## src/rtl/voter_pkg.sv

```systemverilog
// Shared types and width helpers for the threshold voter and its popcount tree.
package voter_pkg;

  typedef enum logic [1:0] {
    MODE_ALL = 2'd0,
    MODE_MAJ = 2'd1,
    MODE_ANY = 2'd2,
    MODE_THR = 2'd3
  } mode_e;

  // Filter run counter; wide enough for HOLD up to 255.
  localparam int unsigned HoldCntW = 8;

  function automatic int unsigned cnt_width(input int unsigned n);
    return $clog2(n + 1);
  endfunction

endpackage

```

## src/rtl/threshold_voter_if.sv

```systemverilog
// Sample/result bus of the threshold voter. ch_en exists only with VOTER_CHMASK_EN.
interface threshold_voter_if
  import voter_pkg::*;
#(
  parameter int unsigned N = 3
);

  localparam int unsigned CW = cnt_width(N);

  logic          in_vld;
  logic [N-1:0]  in_bits;
  logic [1:0]    mode;
`ifdef VOTER_CHMASK_EN
  logic [N-1:0]  ch_en;
`endif
  logic          out_vld;
  logic [CW-1:0] count;
  logic          raw;
  logic          vote;
  logic          vote_chg;

  modport master (
`ifdef VOTER_CHMASK_EN
    output ch_en,
`endif
    output in_vld,
    output in_bits,
    output mode,
    input  out_vld,
    input  count,
    input  raw,
    input  vote,
    input  vote_chg
  );

  modport slave (
`ifdef VOTER_CHMASK_EN
    input  ch_en,
`endif
    input  in_vld,
    input  in_bits,
    input  mode,
    output out_vld,
    output count,
    output raw,
    output vote,
    output vote_chg
  );

endinterface

```

## src/rtl/popcount_n.sv

```systemverilog
// Combinational popcount of N bits as a balanced recursive adder tree.
module popcount_n
  import voter_pkg::*;
#(
  parameter int unsigned N = 3,
  localparam int unsigned CW = cnt_width(N)
) (
  input  logic [N-1:0]  bits_i,
  output logic [CW-1:0] cnt_o
);

  if (N == 1) begin : g_leaf
    assign cnt_o = bits_i;
  end else begin : g_split
    localparam int unsigned NLo  = N / 2;
    localparam int unsigned NHi  = N - NLo;
    localparam int unsigned CwLo = cnt_width(NLo);
    localparam int unsigned CwHi = cnt_width(NHi);

    logic [CwLo-1:0] cnt_lo;
    logic [CwHi-1:0] cnt_hi;

    popcount_n #(.N(NLo)) u_lo (
      .bits_i (bits_i[NLo-1:0]),
      .cnt_o  (cnt_lo)
    );

    popcount_n #(.N(NHi)) u_hi (
      .bits_i (bits_i[N-1:NLo]),
      .cnt_o  (cnt_hi)
    );

    // Sum of two halves never exceeds N, so CW bits always suffice.
    assign cnt_o = CW'(cnt_lo) + CW'(cnt_hi);
  end

endmodule

```

## src/rtl/threshold_voter.sv

```systemverilog
// Registered N-channel voter: popcount + rule (stage 1), output regs + persistence filter
// (stage 2). Optional channel masking is enabled by defining VOTER_CHMASK_EN.
module threshold_voter
  import voter_pkg::*;
#(
  parameter int unsigned N      = 3,
  parameter int unsigned THRESH = 2,
  parameter int unsigned HOLD   = 1,
  localparam int unsigned CW    = cnt_width(N)
) (
  input logic            clk,
  input logic            rst_n,
  threshold_voter_if.slave bus
);

  localparam logic [CW-1:0]       ThrC     = CW'(THRESH);
  localparam logic [HoldCntW-1:0] HoldLast = HoldCntW'(HOLD - 1);

  logic [N-1:0]  bits_m;
  logic [CW-1:0] cnt;
  logic [CW-1:0] n_en;
  logic [CW:0]   cnt_x2;
  mode_e         mode_sel;
  logic          raw_c;

  logic                s1_vld_q, s1_vld_d;
  logic [CW-1:0]       s1_cnt_q, s1_cnt_d;
  logic                s1_raw_q, s1_raw_d;
  logic                out_vld_q, out_vld_d;
  logic [CW-1:0]       count_q, count_d;
  logic                raw_q, raw_d;
  logic                vote_q, vote_d;
  logic                vote_chg_q, vote_chg_d;
  logic [HoldCntW-1:0] hold_cnt_q, hold_cnt_d;

`ifdef VOTER_CHMASK_EN
  assign bits_m = bus.in_bits & bus.ch_en;

  popcount_n #(.N(N)) u_pop_en (
    .bits_i (bus.ch_en),
    .cnt_o  (n_en)
  );
`else
  assign bits_m = bus.in_bits;
  assign n_en   = CW'(N);
`endif

  popcount_n #(.N(N)) u_pop_bits (
    .bits_i (bits_m),
    .cnt_o  (cnt)
  );

  assign mode_sel = mode_e'(bus.mode);
  assign cnt_x2   = {cnt, 1'b0};

  always_comb begin
    raw_c = 1'b0;
    case (mode_sel)
      MODE_ALL: raw_c = (n_en != '0) && (cnt == n_en);
      // Strict greater-than makes an even-N tie a 0.
      MODE_MAJ: raw_c = cnt_x2 > {1'b0, n_en};
      MODE_ANY: raw_c = cnt != '0;
      MODE_THR: raw_c = cnt >= ThrC;
      default:  raw_c = 1'b0;
    endcase
    if (n_en == '0) begin
      raw_c = 1'b0;
    end
  end

  // Stage 1 keeps its last data on idle cycles; only the valid bit drops.
  always_comb begin
    s1_vld_d = bus.in_vld;
    s1_cnt_d = s1_cnt_q;
    s1_raw_d = s1_raw_q;
    if (bus.in_vld) begin
      s1_cnt_d = cnt;
      s1_raw_d = raw_c;
    end
  end

  always_comb begin
    out_vld_d = s1_vld_q;
    count_d   = s1_cnt_q;
    raw_d     = s1_raw_q;
  end

  // Persistence filter: idle cycles leave the run count untouched.
  always_comb begin
    vote_d     = vote_q;
    vote_chg_d = 1'b0;
    hold_cnt_d = hold_cnt_q;
    if (s1_vld_q) begin
      if (s1_raw_q == vote_q) begin
        hold_cnt_d = '0;
      end else if (hold_cnt_q == HoldLast) begin
        vote_d     = s1_raw_q;
        vote_chg_d = 1'b1;
        hold_cnt_d = '0;
      end else begin
        hold_cnt_d = hold_cnt_q + HoldCntW'(1);
      end
    end
  end

  always_ff @(posedge clk or negedge rst_n) begin
    if (!rst_n) begin
      s1_vld_q   <= 1'b0;
      s1_cnt_q   <= '0;
      s1_raw_q   <= 1'b0;
      out_vld_q  <= 1'b0;
      count_q    <= '0;
      raw_q      <= 1'b0;
      vote_q     <= 1'b0;
      vote_chg_q <= 1'b0;
      hold_cnt_q <= '0;
    end else begin
      s1_vld_q   <= s1_vld_d;
      s1_cnt_q   <= s1_cnt_d;
      s1_raw_q   <= s1_raw_d;
      out_vld_q  <= out_vld_d;
      count_q    <= count_d;
      raw_q      <= raw_d;
      vote_q     <= vote_d;
      vote_chg_q <= vote_chg_d;
      hold_cnt_q <= hold_cnt_d;
    end
  end

  assign bus.out_vld  = out_vld_q;
  assign bus.count    = count_q;
  assign bus.raw      = raw_q;
  assign bus.vote     = vote_q;
  assign bus.vote_chg = vote_chg_q;

endmodule

```

## src/flat_wrapper.sv

```systemverilog
// flat-port wrapper written by rule: the top's interface ports become plain ports
module threshold_voter_flat import voter_pkg::*;
#(
  parameter int unsigned N      = 3,
  parameter int unsigned THRESH = 2,
  parameter int unsigned HOLD   = 1,
  localparam int unsigned CW    = cnt_width(N)
)
  (clk, rst_n, bus_in_vld, bus_in_bits, bus_mode, bus_out_vld, bus_count, bus_raw, bus_vote, bus_vote_chg);
  threshold_voter_if #(.N(N)) bus_i ();
  input logic clk;
  input logic rst_n;
  input wire logic [$bits(bus_i.in_vld)-1:0] bus_in_vld;
  input wire logic [$bits(bus_i.in_bits)-1:0] bus_in_bits;
  input wire logic [$bits(bus_i.mode)-1:0] bus_mode;
  output wire logic [$bits(bus_i.out_vld)-1:0] bus_out_vld;
  output wire logic [$bits(bus_i.count)-1:0] bus_count;
  output wire logic [$bits(bus_i.raw)-1:0] bus_raw;
  output wire logic [$bits(bus_i.vote)-1:0] bus_vote;
  output wire logic [$bits(bus_i.vote_chg)-1:0] bus_vote_chg;
  assign bus_i.in_vld = bus_in_vld;
  assign bus_i.in_bits = bus_in_bits;
  assign bus_i.mode = bus_mode;
  assign bus_out_vld = bus_i.out_vld;
  assign bus_count = bus_i.count;
  assign bus_raw = bus_i.raw;
  assign bus_vote = bus_i.vote;
  assign bus_vote_chg = bus_i.vote_chg;
  threshold_voter #(.N(N), .THRESH(THRESH), .HOLD(HOLD)) u_core (.clk(clk), .rst_n(rst_n), .bus(bus_i));
endmodule
```

## config.mk

```make
export PLATFORM = sky130hd
export DESIGN_NAME = threshold_voter_flat
export DESIGN_NICKNAME = d
export VERILOG_FILES = /design/src/rtl/voter_pkg.sv /design/src/rtl/threshold_voter_if.sv /design/src/rtl/popcount_n.sv /design/src/rtl/threshold_voter.sv /design/src/flat_wrapper.sv
export SDC_FILE = /design/constraint.sdc
export NUM_CORES = 1
export LEC_CHECK = 0
export ABC_AREA = 0
export CORE_UTILIZATION = 30
export DETAILED_ROUTE_END_ITERATION = 7
export GPL_ROUTABILITY_DRIVEN = 0
export MAX_ROUTING_LAYER = met4
export PLACE_DENSITY = 0.62
export SYNTH_ARGS = -nofsm -noshare
export SYNTH_HDL_FRONTEND = slang
export SYNTH_SLANG_ARGS = --single-unit
```

## constraint.sdc

```tcl
create_clock -name clk -period 1.4 [get_ports clk]
set_input_delay 0.35 -clock clk [delete_from_list [all_inputs] [get_ports clk]]
set_output_delay 0.35 -clock clk [all_outputs]
set_load 0.03 [all_outputs]
```

==> flow_summary.toml <==
[status]
status = "complete, but fails checks"
violations = "negative setup slack"

[global_route]
overflow = 0
antenna_found_initial = 0
grt_usage_pct = 14.23
grt_pass1_wl_um = 2829
grt_start_max_net_pins = 19
grt_pass1_vias = 666

[pwr]
vdd_drop_max_mv = 0.6213
power_leakage_nw = 0.5613
p_int_w = 0.0008091
power.clock.fraction_pct = 29.7
combinationalPowerShare_pct = 18.6
power_w = 0.001118
swShare_pct = 27.61
p_sw_w = 0.0003086
seqPwrFrac_pct = 51.6
p_per_area_nw_per_um2 = 919.0

[floorplan]
ios = 14
std_cell_rows = 18
die_x_um = 54.35
die_y_um = 54.35
core_um2 = 2522
initial_core_util_pct = 32.59
dieArea_um2 = 2953

[clock_tree]
hold_buffers = 0
clkSinkCount = 18
cts_made_buffers = 3
cts_buffer_depth = 2
clk_pin_slew_worst_paths_ns = 0.11
cts_tree = "done"
htreeDepth = 1
root_buffer = "clkbuf_4"
clkLatencyLatePin_ns = 0.31

[cells_and_area]
regMostFlops = "u_core.hold_cnt_q"
area_growth_pct = 47.95
antenna-diode-count = 0
fin_area_um2 = 1216
fin_util_pct = 48.21
nets = 116
largest_reg_flops = 8
layout-drive-gt1-share_pct = 42.31

[setup_path]
reg2reg_depth = 4
start_kind = "register"
r2r_start = "u_core.hold_cnt_q[3]"
reg2reg_to = "u_core.hold_cnt_q[3]"
cp_max_fo = 6
required_ns = 1.61
reg2reg_slack_ns = -0.06
critPathArrivalTime_ns = 1.68
cp-end-kind = "register"
critical_path_class = "reg2reg"

[synthesis]
synth_top_cell_by_area = "dfrtp_1"
syn_inst = 71
avgSynthCellArea_um2 = 11.58
syn_area_um2 = 822.0
synth.area.top_cells = "dfrtp_1 (55%), o21ai_0 (4.3%), a21o_1 (3.7%)"
synth_top_area_share_pct = 54.79
yosys-top-cells-count = "dfrtp_1 (18), o21ai_0 (7), a21o_1 (4), inv_1 (4), nand2_1 (4)"
synth_ff_type = "dfrtp_1"
yosys.cell_count.top_type = "dfrtp_1"
async_flop_share_pct = 100.0
synth-seq-cells = 18
ys_warn_count = 0
syn_nets = 82
synth_edf_count = 0
netlist-cell-type-count = 30
ys_seq_area_share_pct = 54.79

[detailed_routing]
drt-wirelength-per-cell_um = 13.19
drt-initial-drc-count = 9
routed_wl_um = 1768
dr.pass1.iters = 4
vias_per_cell = 5.194
postRouteAntennaNets = 0
dr_total_vias = 696
drc = 0

[timing]
worst_pin_slew_ns = 0.3158
final.setup.tns_ns = -0.2096
setup_viol = 5
hold_violations = 0
skew_ns = 0.007663
rsz0062_at_grt = "true"
fin_crit_ns = 1.465
slew_violations = 0
setup_slack_ns = -0.06493
max_slew_margin_pct = 78.79
finalCritPeriodShare_pct = 104.6
clock.fmax_mhz = 682.6

[place]
portBuffers = 13
post_dp_cell_area_um2 = 1086
dp_slack_ns = -0.5162
hpwlAfterDp_um = 1187

[job]
maxCapViolCount = 0

[worst_hold_path]
hp-class = "in2async"
## worst max-delay path: stages, from the launching register on
cell,delay (ns)
dfrtp_1,0.42
nor4_4,0.38
a311o_2,0.34
nor3_1,0.08
a21o_1,0.15
## layout make-up
| class | instances | area [um^2] |
|---|---|---|
| clock buffer | 4 | 36.28 |
| timing repair buffer | 30 | 245.2 |
| multi-input combinational | 48 | 430.4 |
| tap | 30 | 37.54 |
| inverter | 4 | 15.01 |
| fill | 258 | 1306 |
| sequential | 18 | 451.7 |
## power by group through the flow
stage          registers [W]  clock network (W)  logic [W]
6_report            0.000577           0.000332   0.000208
5_1_grt             0.000582           0.000369   0.000226
3_5_place_dp        0.000591                  0   0.000202
3_3_place_gp        0.000591                  0   0.000199
4_1_cts             0.000578           0.000342   0.000203
2_1_floorplan       0.000637                  0  0.0000562
## timing repair
item / in CTS / in global routing
endpoints found under the setup margin: 11 / 13
pin swaps: 6 / 9
resized for setup: 14 / 17
setup buffers: 3 / 1
## how the worst max path moves through the flow
stage | startpoint | to | slack, ns
4_1_cts | u_core.hold_cnt_q[7] | u_core.hold_cnt_q[2] | -0.06
3_3_place_gp | bus_in_bits[0] | u_core.raw_d | -0.46
6_report | u_core.hold_cnt_q[3] | u_core.hold_cnt_q[3] | -0.06
5_1_grt | u_core.hold_cnt_q[3] | u_core.hold_cnt_q[2] | -0.10
2_1_floorplan | bus_in_bits[0] | u_core.raw_d | 0.01
3_5_place_dp | bus_in_bits[0] | u_core.raw_d | -0.52
## kinds of logic (layout without fill, tap and decap cells)
| kind of cell | after synthesis | count (layout) | share of synthesized area (%) |
|---|---|---|---|
| AO/OA/AOI/OAI | 19 | 19 | 15.68 |
| multiplexers | 3 | 3 | 3.957 |
| flip-flops | 18 | 18 | 54.79 |
| AND/OR/NAND/NOR | 22 | 22 | 16.29 |
| adder cells (fa/ha/maj) | 3 | 3 | 5.479 |
| XOR/XNOR | 1 | 1 | 1.066 |
| buffers and inverters | 5 | 38 | 2.740 |
## layer usage
metal / wire (um) / vias to the layer above / GRT usage [%]
li1: - / 329 / -
met1: 773 / 347 / 15.03
met2: 871 / 17 / 24.80
met3: 109 / 3 / 6.111
met4: 13 / 0 / 2.564
met5: 0 / - / -
## cell usage in the layout, fill, tap and decap left out, types with 2 or more instances in the layout
master,instances
o21ai_1,2
clkdlybuf4s15_1,3
mux2_2,2
nor4_2,2
clkbuf_2,2
o21ai_0,5
nor3b_2,2
nand2_1,4
nor2_1,2
clkdlybuf4s50_1,4
a21o_1,4
dfrtp_1,17
nand4_1,2
clkbuf_4,3
buf_4,17
inv_1,4
dlygate4sd2_1,3
nand3_2,2
## stage by stage
stage	hold WS, ns	std cells
5_1_grt	0.3768	134
3_5_place_dp	0.3636	126
6_report	0.3541	134
2_1_floorplan	0.05441	71
3_3_place_gp	0.3628	126
4_1_cts	0.3560	133
(Power assumes the default switching activity.)
